===== src/rtl/tone_gen.sv =====
// tone_gen -- numerically-controlled tone source feeding the Audio PWM stage.
//
// A phase accumulator advances once per sample period (SAMPLE_DIV clocks).
// From the phase, or from a 16-bit LFSR, one of four waveforms is selected.
// The selection is scaled by amp around midscale (1024) and is presented as an
// unsigned 11-bit sample. The new frequency words are double-buffered so that a
// change only takes effect on a sample boundary.
//
// Ports
//   clk          system clock (100 MHz)
//   rst          asynchronous, active-high reset
//   freq_word    phase increment per sample; f_out = freq_word * Fs / 2^PHASE_W
//   freq_load    one-cycle strobe capturing freq_word into the shadow register
//   wave_sel     0 square, 1 saw, 2 triangle, 3 noise
//   amp          gain in 1/256 units; values above 256 behave as 256
//   enable       1 = run; 0 = hold phase/LFSR and emit midscale
//   value        unsigned 11-bit sample to the PWM stage
//   sample_tick  one-cycle pulse in the first cycle a new value is visible
//
// Pipeline for a divider tick in cycle T:
//   edge T+1  phase / LFSR advance
//   edge T+2  raw waveform selected (wave_sel, enable sampled)
//   edge T+3  value scaled (amp sampled), sample_tick raised
//
// SAMPLE_DIV must be at least 4, so that the pipeline drains before the next tick.
// PHASE_W must be at least 12, so that the triangle has 11 bits below the MSB.

module tone_gen #(
  parameter int SAMPLE_DIV = 2048,
  parameter int PHASE_W    = 24
) (
  input  logic               clk,
  input  logic               rst,
  input  logic [PHASE_W-1:0] freq_word,
  input  logic               freq_load,
  input  logic [1:0]         wave_sel,
  input  logic [8:0]         amp,
  input  logic               enable,
  output logic [10:0]        value,
  output logic               sample_tick
);

  localparam int              CNT_W    = $clog2(SAMPLE_DIV);
  localparam logic [CNT_W-1:0] CNT_LAST = CNT_W'(SAMPLE_DIV - 1);
  localparam int              P        = PHASE_W - 1;
  localparam logic [10:0]     MID      = 11'd1024;
  localparam logic [15:0]     LFSR_SEED = 16'hACE1;

  // ---------------------------------------------------------------------------
  // Sample-rate divider
  // ---------------------------------------------------------------------------
  logic [CNT_W-1:0] cnt;
  logic             tick;

  assign tick = (cnt == CNT_LAST);

  always_ff @(posedge clk or posedge rst) begin
    if (rst)       cnt <= '0;
    else if (tick) cnt <= '0;
    else           cnt <= cnt + CNT_W'(1);
  end

  // ---------------------------------------------------------------------------
  // Frequency double buffer
  // A load arriving in a tick cycle is deliberately not seen by that tick: the
  // tick consumes the old pending/shadow, while the load re-arms pending with
  // the new word for the following tick.
  // ---------------------------------------------------------------------------
  logic [PHASE_W-1:0] shadow;
  logic [PHASE_W-1:0] active;
  logic               pending;
  logic [PHASE_W-1:0] inc;

  // A pending word is used directly on its first tick, so the change is not
  // delayed by one extra sample while it moves into active.
  assign inc = pending ? shadow : active;

  always_ff @(posedge clk or posedge rst) begin
    if (rst) begin
      shadow  <= '0;
      active  <= '0;
      pending <= 1'b0;
    end else begin
      if (tick && pending) active <= shadow;
      if (freq_load) begin
        shadow  <= freq_word;
        pending <= 1'b1;
      end else if (tick) begin
        pending <= 1'b0;
      end
    end
  end

  // ---------------------------------------------------------------------------
  // Stage 1: phase accumulator and noise LFSR (both frozen while disabled)
  // ---------------------------------------------------------------------------
  logic [PHASE_W-1:0] phase;
  logic [15:0]        lfsr;
  logic               lfsr_fb;

  // Fibonacci taps 16,14,13,11: maximal length, never reaches zero from a
  // nonzero seed.
  assign lfsr_fb = lfsr[15] ^ lfsr[13] ^ lfsr[12] ^ lfsr[10];

  always_ff @(posedge clk or posedge rst) begin
    if (rst) begin
      phase <= '0;
      lfsr  <= LFSR_SEED;
    end else if (tick && enable) begin
      phase <= phase + inc;
      lfsr  <= {lfsr[14:0], lfsr_fb};
    end
  end

  // Valid shift register: [0] = stage 2 due, [1] = stage 3 due.
  logic [1:0] vld_pipe;

  always_ff @(posedge clk or posedge rst) begin
    if (rst) vld_pipe <= '0;
    else     vld_pipe <= {vld_pipe[0], tick};
  end

  // ---------------------------------------------------------------------------
  // Stage 2: waveform selection from the freshly updated phase
  // ---------------------------------------------------------------------------
  logic [10:0] raw;
  logic [10:0] raw_next;

  always_comb begin
    raw_next = MID;
    if (enable) begin
      case (wave_sel)
        2'd0:    raw_next = phase[P] ? 11'd0 : 11'd2047;
        2'd1:    raw_next = phase[P -: 11];
        // Fold the second half of the cycle back down. Inverting gives the
        // mirror image without a subtractor.
        2'd2:    raw_next = phase[P] ? ~phase[P-1 -: 11] : phase[P-1 -: 11];
        default: raw_next = lfsr[15:5];
      endcase
    end
  end

  always_ff @(posedge clk or posedge rst) begin
    if (rst)              raw <= MID;
    else if (vld_pipe[0]) raw <= raw_next;
  end

  // ---------------------------------------------------------------------------
  // Stage 3: amplitude scaling around midscale
  // |d| <= 1024 and gain <= 1, so the result always lands in 0..2047. The
  // 11-bit wrap of MID + scaled is therefore exact, and no clamp is needed.
  // ---------------------------------------------------------------------------
  logic [8:0]         gain;
  logic signed [11:0] d;
  logic signed [21:0] prod;
  logic [10:0]        value_next;

  assign gain       = (amp > 9'd256) ? 9'd256 : amp;
  assign d          = $signed({1'b0, raw}) - 12'sd1024;
  assign prod       = $signed({{10{d[11]}}, d}) * $signed({13'd0, gain});
  assign value_next = MID + 11'(prod >>> 8);

  always_ff @(posedge clk or posedge rst) begin
    if (rst) begin
      value       <= MID;
      sample_tick <= 1'b0;
    end else begin
      sample_tick <= vld_pipe[1];
      if (vld_pipe[1]) value <= value_next;
    end
  end

endmodule


===== config.mk =====
export PLATFORM = sky130hd
export DESIGN_NAME = tone_gen
export DESIGN_NICKNAME = d
export VERILOG_FILES = /design/src/rtl/tone_gen.sv
export SDC_FILE = /design/constraint.sdc
export NUM_CORES = 1
export LEC_CHECK = 0
export BUFFER_PORTS_ARGS = -buffer_cell sky130_fd_sc_hd__clkbuf_2
export CORE_MARGIN = 2
export CORE_UTILIZATION = 25
export CTS_CLUSTER_DIAMETER = 30
export DETAILED_ROUTE_END_ITERATION = 8
export GPL_TIMING_DRIVEN = 0
export PLACE_DENSITY_LB_ADDON = 0.3
export SLEW_MARGIN = 40
export SYNTH_ARGS = -nofsm -noshare
export SYNTH_HDL_FRONTEND = slang
export SYNTH_SLANG_ARGS = --single-unit
export TNS_END_PERCENT = 1

===== constraint.sdc =====
create_clock -name clk -period 6.42 [get_ports clk]
set_input_delay 0.642 -clock clk [delete_from_list [all_inputs] [get_ports clk]]
set_output_delay 0.642 -clock clk [all_outputs]
set_load 0.005 [all_outputs]

# == After elaboration in Yosys (flattened, before gate mapping) ==
# Index checks and enable logic that the tools add are counted.
# totals
regBits,125
latchBits,0
ram_bits,0
rom_bits,0
in_bits,39
out_inout_bits,12
word_cells,36
mem_count,0
# classes
add_sub_neg,4
mul,1
div_mod_pow,0
magnitude_cmp,1
eq_ne,3
n_shift,0
n_mux,9
n_bitwise,4
reduce_logical,4
# op_table
operator,count
$mux 11,4
$pmux 11 s3,1
$add 24x24->24,1
$mux 24,1
$mul 12x10->19,1
$sub 11x11->12 const B,1
$add 11x1->11 const B,1
$add 11x11->11 const A,1
$eq 11x11->1 const B,1
$not 11->11,1
$gt 9x9->1 const B,1
$mux 9,1
$xor 1x1->1,3
$eq 2x1->1 const B,1
$eq 2x2->1 const B,1
$logic_and 1x1->1,2
$logic_not 2->1,1
$mux 1,2
$reduce_bool 2->1,1

# == Depth between registers and ports, before layout ==
# Gate-level depths: netlist (run 1).
# logic_depth
depth_word,4
ltp_mapped,21
depth_no_buf,20

# == Worst setup path after synthesis (run 1) ==
# No wires, ideal clock.
# synth_timing
path_kind,input port to flip-flop
startpoint,input port amp[8]
endpoint,register value[10]
setup_ps,78
arrival_ps,5601
t_required_ps,6342
path_slack_ps,741
cell_stages,21
path_buffers,1
cell_sequence,and2b_1 clkbuf_1 and2_1 fa_1 inv_1 fa_1 inv_1 fa_1 fa_1 inv_1 fa_1 inv_1 ha_1 o21a_1 o21a_1 o21ai_0 o21ai_1 nand2_1 o22ai_1 or3_1 a31o_1
# synth_via
elab_chain_cells,4
# synth_lines
element,line,text
from (decl),37,"input logic [8:0] amp,"
$gt 9x9->1,158,assign gain = (amp > 9'd256) ? 9'd256 : amp;
$mux 9 *,158,
$mul 12x10->19 *,160,"assign prod = $signed({{10{d[11]}}, d}) * $signed({13'd0, gain});"
$add 11x11->11 *,161,assign value_next = MID + 11'(prod >>> 8);
to (signal assigned),169,if (vld_pipe[1]) value <= value_next;
to (decl),39,"output logic [10:0] value,"
# Mark *: on every way between the ends. The rest lies on a longest branch, timed or not.
# A chain may end at the register's enable or synchronous reset.

# == Final worst setup path (run 1) ==
# Same ends and word-level chain as after synthesis.

==> flow_summary.ini, run 1 <==
[critical_path]
cp-end-kind = flop
cpMostUsedCell = fa_1
slowest_stage = fa_1
cp_data_required_time_ps = 6790
start_kind = primary input
critPathMaxFanout = 10
cp.arrival_ps = 6340
slowest_delay_ps = 540
path_class = primary input to flop
crit_path_cell_trace = clkbuf_2, and2b_1, clkbuf_1, nand2_1, fa_1, inv_1, fa_1, fa_1, fa_1, inv_1, fa_1, inv_1, ha_1, o21a_1, o21a_1, o21ai_0, o21ai_1, nand2_1, o22ai_1, or3_1, a31o_1

[power_and_ir_drop]
p_clk_share_pct = 30.0
combPwrFrac_pct = 45.1
p_switching_uw = 1264
peakVddDrop_v = 0.0001808
power.density_mw_per_mm2 = 286.2
p_int_uw = 1998
power_frac_seq_pct = 25.0
switching_share_pct = 38.76
p_leak_uw = 0.005563

[flow_run]
cap_violations = 0

[finish]
layout.cells.non_filler = 1561
nNetsFinal = 1213
drive_above_1_share_pct = 18.89
area_growth_pct = 15.30
multi_input_area_mm2 = 0.006147
insertedDiodeCount = 0
ff_latch_area_mm2 = 0.003141
num-fill-cells = 4045
final_util_pct = 29.36

[sta]
skew_ps = 16.24
layout_setup_ws_ps = 451.3
setup_tns_ps = 0
fin_crit_ps = 5969
rsz0062_at_grt = false
slew_headroom_pct = 54.91
worstMarginPinSlew_ps = 676.3
period_share_pct = 92.97
max_freq_ghz = 0.1675
hold_violations = 0
final_max_slew_viol_count = 0
setup_violations = 0

[logic_synthesis]
synth_top_area_cell = dfrtp_1
yosysMostFrequentCell = dfrtp_1
async_flop_share_pct = 100.0
synthDistinctLibCells = 55
synth-edff-count = 0
syn_inst = 962
synth-seq-cells = 125
synth_common_cells = dfrtp_1 (115), inv_1 (114), mux2_2 (97)
seq_area_frac_synth_pct = 31.76
ys_top_cells_by_area = dfrtp_1 (29%), fa_1 (16%), mux2_2 (11%), ha_1 (8.1%), inv_1 (4.3%)
synthesis.area_mm2 = 0.009888
ys_warn_count = 0
syn_area_per_cell_um2 = 10.28
syn_nets = 1145
yosysTopAreaCellShare_pct = 29.10
synth_ff_type = dfrtp_1

[die]
num_rows = 72
fp.dieW_um = 202.9
fp.dieH_um = 202.9
design.die.area_mm2 = 0.04116
ios = 51
start_util_pct = 25.47
core_mm2 = 0.03883

[cts]
cts_setup_buffers = 0
clock_sinks = 125
h-tree-depth = 4
cts_tree = done
clkTransAtPathRegs_ps = 70
clk-insertion-delay-late_ps = 430
cts_root_buf = clkbuf_16
cts_buffers = 17
cts_buffer_depth = 2

[detailed_routing]
totalWireLength_mm = 21.41
drtIter0Drc = 278
wl_per_cell_um = 13.71
ant_nets = 0
viasPerCell = 4.274
drc_errors = 0
vias = 6671
first_pass_iters = 4

[global_route]
grt_pass1_vias = 7131
track_usage_pct = 11.02
gr-total-overflow = 0
antenna_found_initial = 0
grt_pass1_wl_mm = 36.26
grt_max_degree = 73

[placement]
hpwlAfterDp_mm = 16.74
place_ws_ps = -69.88
finalWeightedCongestion = 0.7828
port-buffer-count = 49
place_inst = 1530

[status]
outcome = finished, final reports clean

[hold_path]
hp-class = primary input to async pin
==> cell type report <==
class | count | share of cell area, %
Timing Repair Buffer | 50 | 2.392
Tap cell | 518 | 5.685
Multi-Input combinational cell | 680 | 53.92
Buffer | 42 | 1.482
Sequential cell | 125 | 27.55
Clock buffer | 18 | 3.852
Clock inverter | 14 | 1.306
Inverter | 114 | 3.819
==> metal layers <==
metal / vias to the layer above / share of wire (%) / wire, µm / global-route usage (%)
li1: 3322 / - / - / -
met1: 3267 / 50 / 10640 / 15.23
met2: 74 / 47 / 9988 / 17.87
met3: 8 / 3.0 / 641 / 2.087
met4: 0 / 0.66 / 141 / 2.424
met5: - / 0 / 0 / 0
==> power by group through the flow <==
stage / Clock (µW) / Sequential [µW] / Combinational [µW]
after detailed placement: 0 / 830 / 1490
final: 977 / 815 / 1470
after CTS: 1010 / 816 / 1500
after global placement: 0 / 830 / 1480
after floorplan: 0 / 825 / 1180
after global routing: 1040 / 818 / 1730
==> worst max-delay path: cells and delay by family <==
family | cells | cell delay, ps
adder cells (fa/ha/maj) | 6 | 2880
AND/OR/NAND/NOR | 4 | 930
buffers and inverters | 5 | 740
AO/OA/AOI/OAI | 6 | 1130
==> sequential cells by signal, summed over array words and instances (netlist names) <==
register and cells:
sample_tick 1, vld_pipe 2, lfsr 16, pending 1
shadow 24, raw 11, cnt 11, phase 24
value 11, active 24
==> logic make-up (layout without fill, tap and decap cells) <==
logic type | Yosys count | in the layout | share of synthesized area (%)
AND/OR/NAND/NOR | 244 | 244 | 12.65
buffers and inverters | 157 | 238 | 6.074
adder cells (fa/ha/maj) | 144 | 144 | 24.29
AO/OA/AOI/OAI | 126 | 126 | 7.908
flip-flops | 125 | 125 | 31.76
multiplexers | 109 | 109 | 12.26
XOR/XNOR | 57 | 57 | 5.049
==> cell usage in the layout (no fill, tap or decap), types with 6 or more instances in the layout <==
| master | n |
|---|---|
| clkbuf_2 | 49 |
| a21oi_1 | 23 |
| ha_1 | 64 |
| a21o_1 | 9 |
| mux2i_1 | 12 |
| nand2b_1 | 12 |
| and2b_1 | 6 |
| clkbuf_16 | 17 |
| inv_8 | 6 |
| nand2_1 | 91 |
| o22ai_1 | 12 |
| dfstp_2 | 10 |
| buf_1 | 12 |
| fa_1 | 80 |
| nor2b_1 | 22 |
| o21ai_0 | 48 |
| clkbuf_1 | 26 |
| xor2_1 | 18 |
| inv_1 | 113 |
| mux2_2 | 97 |
| nor2_1 | 21 |
| nor3_1 | 6 |
| and2_1 | 45 |
| xnor2_1 | 39 |
| nand3_1 | 14 |
| dfrtp_1 | 115 |
==> repair_timing <==
item                                    4_1_cts  5_1_grt
hold buffers                                  0        0
endpoints found under the setup margin        0        1
gates resized for setup                       0        0
==> per-stage QoR <==
stage               hold WS [ps]  area [µm²]  total power (µW)
detailed placement         410.8       10820              2317
floorplan                  392.6        9888              2009
global placement           421.9       10780              2310
CTS                        222.7       11400              3321
finish                     222.0       11400              3263
global route               243.2       11400              3586
==> path summary, 6_finish.rpt <==
path / start / end / slack, ps / cells past startpoint
max: amp[8] / value[10] / 450 / 21
max in group asynchronous: rst / phase[9] / 5490 / 3
min in group clk: vld_pipe[0] / vld_pipe[1] / 430 / 0
min: rst / value[8] / 220 / 2
min reg2reg: vld_pipe[0] / vld_pipe[1] / 430 / 0
max reg2reg: raw[10] / value[9] / 740 / 19
(Power assumes the default switching activity.)
==> run 2, diff against run 1 <==
- ABC_AREA: unset -> 1
- CORE_ASPECT_RATIO: unset -> 0.75
==> run 2 against run 1 <==
Net effect:
- register-to-register slack improved by 180 ps
- non-clock buffer count decreased by 6
- sequential cell count unchanged
- first-iteration DRC count increased by 140%
- via count increased by 35%
- synthesized cell count increased by 41%
- clock power increased by 4%
- utilization about the same
- critical path type unchanged
==> flow_summary.ini, run 2 <==
[critical_path]
slowest_delay_ps = 560
crit_path_cell_trace = clkbuf_2, nor4_1, a31oi_1, inv_1, nand2_1, inv_1, nand2_1, fa_1, inv_1, fa_1, fa_1, fa_1, inv_1, fa_1, inv_1, ha_1, a21oi_1, o21ai_0, a21oi_1, nand2_1, or2_2, nand3_1, nand2_1
cp-end-kind = flop
cp_data_required_time_ps = 6730
cp.arrival_ps = 6160
path_class = primary input to flop
critPathMaxFanout = 8
start_kind = primary input
slowest_stage = fa_1

[logic_synthesis]
synth_common_cells = nand2_1 (372), inv_1 (230), dfrtp_1 (115)
async_flop_share_pct = 100.0
synthesis.area_mm2 = 0.01039
synth_ff_type = dfrtp_1
syn_inst = 1355
yosysTopAreaCellShare_pct = 27.69
synth_top_area_cell = dfrtp_1
synthDistinctLibCells = 41
syn_nets = 1538
synth-seq-cells = 125
syn_area_per_cell_um2 = 7.671
ys_top_cells_by_area = dfrtp_1 (28%), fa_1 (15%), nand2_1 (13%), inv_1 (8.3%), ha_1 (7.7%)
ys_warn_count = 0
yosysMostFrequentCell = nand2_1
synth-edff-count = 0
seq_area_frac_synth_pct = 30.22

[power_and_ir_drop]
power.density_mw_per_mm2 = 317.6
p_leak_uw = 0.006228
peakVddDrop_v = 0.0002396

[cts]
clkTransAtPathRegs_ps = 60
hold_buffers = 0
cts_tree = done
clock_sinks = 125
cts_resized = 0
clk-insertion-delay-late_ps = 430
cts_setup_buffers = 0
cts_root_buf = clkbuf_16
h-tree-depth = 4
cts_buffers = 17
cts_buffer_depth = 2

[hold_path]
hp-class = primary input to async pin

[die]
ios = 51
core_mm2 = 0.04092
num_rows = 64
design.die.area_mm2 = 0.04324
start_util_pct = 25.40
fp.dieW_um = 239.4
fp.dieH_um = 180.6

[global_route]
grt_max_degree = 68
grt_pass1_vias = 8888
track_usage_pct = 13.96
grt_pass1_wl_mm = 47.71
antenna_found_initial = 0
gr-total-overflow = 0

[placement]
place_area_mm2 = 0.01138
finalWeightedCongestion = 0.8706
port-buffer-count = 49
place_inst = 1966
hpwlAfterDp_mm = 22.81

[finish]
area_growth_pct = 15.41
insertedDiodeCount = 0
layout_commonest_cell = nand2_1
layout_common_cells = nand2_1 (372), inv_1 (229), dfrtp_1 (115)
nNetsFinal = 1607
fin_area_mm2 = 0.01200
layout.cells.non_filler = 1998
top_regs = active x24, phase x24, shadow x24
drive_above_1_share_pct = 8.977

[flow_run]
cap_violations = 0

[detailed_routing]
viasPerCell = 4.496
vias = 8983
totalWireLength_mm = 28.45
drc_errors = 0
first_pass_iters = 5
drtIter0Drc = 669
ant_nets = 0
wl_per_cell_um = 14.24

[sta]
hold_violations = 0
worstMarginPinSlew_ps = 752.0
period_share_pct = 91.05
rsz0062_at_grt = false
setup_violations = 0
fin_crit_ps = 5845
setup_tns_ps = 0
final_max_slew_viol_count = 0
skew_ps = 18.20
slew_headroom_pct = 49.34
max_freq_ghz = 0.1711

[status]
outcome = finished, final reports clean
-- run 2: changes by cell type in the layout (fill, tap and decap cells not counted), moves of 16 or more --
cell	before	now
nand3_1	14	52
xnor2_1	39	16
nor2_1	21	83
nand2_1	91	372
o21ai_0	48	111
o21ai_1	1	30
and2_1	45	0
nor2b_1	22	0
o211ai_1	0	16
mux2_2	97	0
inv_1	113	229
a21oi_1	23	59
-- run 2: final cells by class --
type	instances	area (µm²)
fillers	4440	28920
multi-input cells	961	6206
flip-flops and latches	125	3141
inverters	233	882.1
well taps	561	701.9
clock buffers	17	425.4
repair buffers	50	272.8
clock inverters	15	193.9
plain buffers	36	172.7
-- run 2: power breakdown --
part	switching, µW	internal, µW	total, µW
registers	7.33	806	813
clock network	428	595	1020
logic	1260	714	1970
-- run 2: path summary, 6_finish.rpt --
kind                       slack, ps          end    startpoint  cells after the start
min in group clk                 410    shadow[8]  freq_word[8]                      3
min reg2reg                      420  sample_tick   vld_pipe[1]                      0
max reg2reg                      920     value[7]       raw[10]                     19
max                              570     value[4]        amp[4]                     23
min                              250  sample_tick           rst                      2
max in group asynchronous       5460      lfsr[6]           rst                      3
-- run 2: logic make-up (layout without fill, tap and decap cells) --
| family | Yosys count | after routing | share of synthesized area, % |
|---|---|---|---|
| simple gates | 552 | 552 | 21.98 |
| buf+inv | 269 | 351 | 10.08 |
| compound gates | 239 | 239 | 12.42 |
| fa+ha+maj | 144 | 144 | 23.11 |
| flops | 125 | 125 | 30.22 |
| xor+xnor | 26 | 26 | 2.191 |
-- run 2: worst max-delay path: cells and delay by family --
family,cells,cell delay [ps]
adder cells (fa/ha/maj),6,2920
buffers and inverters,6,640
AO/OA/AOI/OAI,4,810
AND/OR/NAND/NOR,7,1130
-- run 2: stage by stage --
step	util (%)	setup slack (ps)	power, µW	hold slack, ps
3_3_place_gp	27.72	291.8	2742	428.6
2_1_floorplan	-	1014	2299	351.9
6_report	29.31	574.8	3809	248.8
5_1_grt	29.31	150.5	4199	282.2
3_5_place_dp	27.80	220.3	2757	433.6
4_1_cts	29.31	671.7	3807	244.4
-- run 2: metal layers --
layer	up-vias	global-route usage [%]	part of all wire, %
li1	4420	-	-
met1	4309	22.27	55
met5	-	0	0
met2	231	19.03	39
met4	0	2.850	1.1
met3	23	2.727	5.1
==> run 3, diff against run 2 <==
- ABC_AREA: 1 -> unset
==> run 3 against run 2 <==
Net effect:
- via count fell by 25%
- design area is 5.3% lower
- count of clock-buffer cells in the layout grew 2
- non-clock buffer count up 7
- clock skew fell by 1.6 ps
- largest power group unchanged
- highest routed layer unchanged
==> flow_summary.ini, run 3 (same netlist as run 1, synthesis figures left out) <==
[critical_path]
cpMostUsedCell = fa_1
cp-end-kind = flop
rr_worst_depth = 19
path_class = primary input to flop
cp.arrival_ps = 6430
cp_data_required_time_ps = 6740
crit_cells = 21
path_delay_family = adder cells
critPathMaxFanout = 10
crit_path_cell_trace = clkbuf_2, and2b_1, clkbuf_1, nand2_1, fa_1, inv_1, fa_1, fa_1, fa_1, inv_1, fa_1, inv_1, ha_1, o21a_1, o21a_1, o21ai_0, o21ai_1, a31oi_1, nand2b_1, a21oi_1, mux2_2
slowest_stage = fa_1
start_kind = primary input
crit_buf_inv = 5
slowest_delay_ps = 560

[die]
core_mm2 = 0.03926
start_util_pct = 25.19
num_rows = 63
ios = 51
fp.dieH_um = 176.2
fp.dieW_um = 233.6
design.die.area_mm2 = 0.04118

[placement]
port-buffer-count = 49
hpwlAfterDp_mm = 17.05
place_ws_ps = -187.7
place_area_mm2 = 0.01082
finalWeightedCongestion = 0.8316

[global_route]
grt_pass1_wl_mm = 37.56
track_usage_pct = 11.68
gr-total-overflow = 0
grt_pass1_vias = 7056
antenna_found_initial = 0
grt_max_degree = 77

[detailed_routing]
first_pass_iters = 4
totalWireLength_mm = 22.28
drc_errors = 0
drtIter0Drc = 244
viasPerCell = 4.301
vias = 6727
ant_nets = 0
wl_per_cell_um = 14.25

[cts]
h-tree-depth = 4
cts_resized = 0
cts_buffer_depth = 2
cts_tree = done
clock_sinks = 125
cts_root_buf = clkbuf_16
hold_buffers = 0
cts_setup_buffers = 0
clkTransAtPathRegs_ps = 60
cts_buffers = 17
clk-insertion-delay-late_ps = 440

[finish]
fin_area_mm2 = 0.01136
drive_above_1_share_pct = 18.77
layout_common_cells = dfrtp_1 (115), inv_1 (113), mux2_2 (97)
ff_latch_area_mm2 = 0.003141
num-fill-cells = 4127
multi_input_area_mm2 = 0.006147
final_util_pct = 28.94
top_regs = active x24, phase x24, shadow x24
nNetsFinal = 1214
insertedDiodeCount = 0
layout_commonest_cell = dfrtp_1
area_growth_pct = 14.91

[sta]
setup_violations = 0
hold_violations = 0
skew_ps = 16.56
slew_headroom_pct = 52.64
final_max_slew_viol_count = 0
setup_tns_ps = 0
fin_crit_ps = 6107
worstMarginPinSlew_ps = 710.4
max_freq_ghz = 0.1637
period_share_pct = 95.13
layout_setup_ws_ps = 312.5
rsz0062_at_grt = false

[power_and_ir_drop]
peakVddDrop_v = 0.0001677
power.density_mw_per_mm2 = 284.1
p_leak_uw = 0.005542

[status]
outcome = finished, final reports clean

[flow_run]
cap_violations = 0

[hold_path]
hp-class = primary input to async pin
==> run 3: cell types whose count changed in the layout (fill, tap and decap cells not counted), sizes merged, moves of 11 or more <==
cell,before,now
nand2b,0,12
nor2,87,21
nor2b,0,22
o22ai,1,12
mux2i,0,12
xnor2,16,39
mux2,0,97
a21oi,60,23
inv,241,119
and2,0,45
nand3,53,14
nand2,375,91
o211ai,16,0
o21ai,145,49
==> run 3: path summary, 6_finish.rpt <==
| kind | slack (ps) | to | start |
|---|---|---|---|
| setup / recovery | 310 | value[9] | amp[8] |
| hold / removal | 220 | value[8] | rst |
| setup reg to reg | 640 | value[9] | raw[10] |
| hold reg to reg | 450 | vld_pipe[1] | vld_pipe[0] |
| max in group asynchronous | 5460 | lfsr[7] | rst |
| min in group clk | 420 | shadow[6] | freq_word[6] |
==> run 3: layout make-up <==
class | instances | share of cell area (%)
buffer | 43 | 1.531
clock buffer | 19 | 3.810
clock inverter | 13 | 0.9580
inverter | 114 | 3.832
multi-input combinational | 680 | 54.10
sequential | 125 | 27.64
tap | 520 | 5.726
timing repair buffer | 50 | 2.401
==> run 3: routing by layer <==
layer  vias up  share of wire [%]  GRT usage (%)
met3        12                3.5          2.584
met4         0               0.70          2.901
met1      3312                 53          17.24
li1       3322                  -              -
met2        81                 43          17.16
met5         -                  0              0
==> run 3: stage by stage <==
| stage | total power, µW | cells | hold WS, ps |
|---|---|---|---|
| finish | 3228 | 1564 | 217.3 |
| detailed placement | 2337 | 1532 | 427.7 |
| global route | 3571 | 1564 | 239.7 |
| CTS | 3295 | 1564 | 212.6 |
| global placement | 2335 | 1531 | 420.0 |
| floorplan | 2009 | 962 | 392.6 |
==> run 3: power breakdown <==
group / internal, µW / leakage (µW) / total [µW] / switching, µW
clock: 503 / 0.000262 / 926 / 423
sequential: 803 / 0.00157 / 816 / 13.0
combinational: 665 / 0.00371 / 1490 / 821
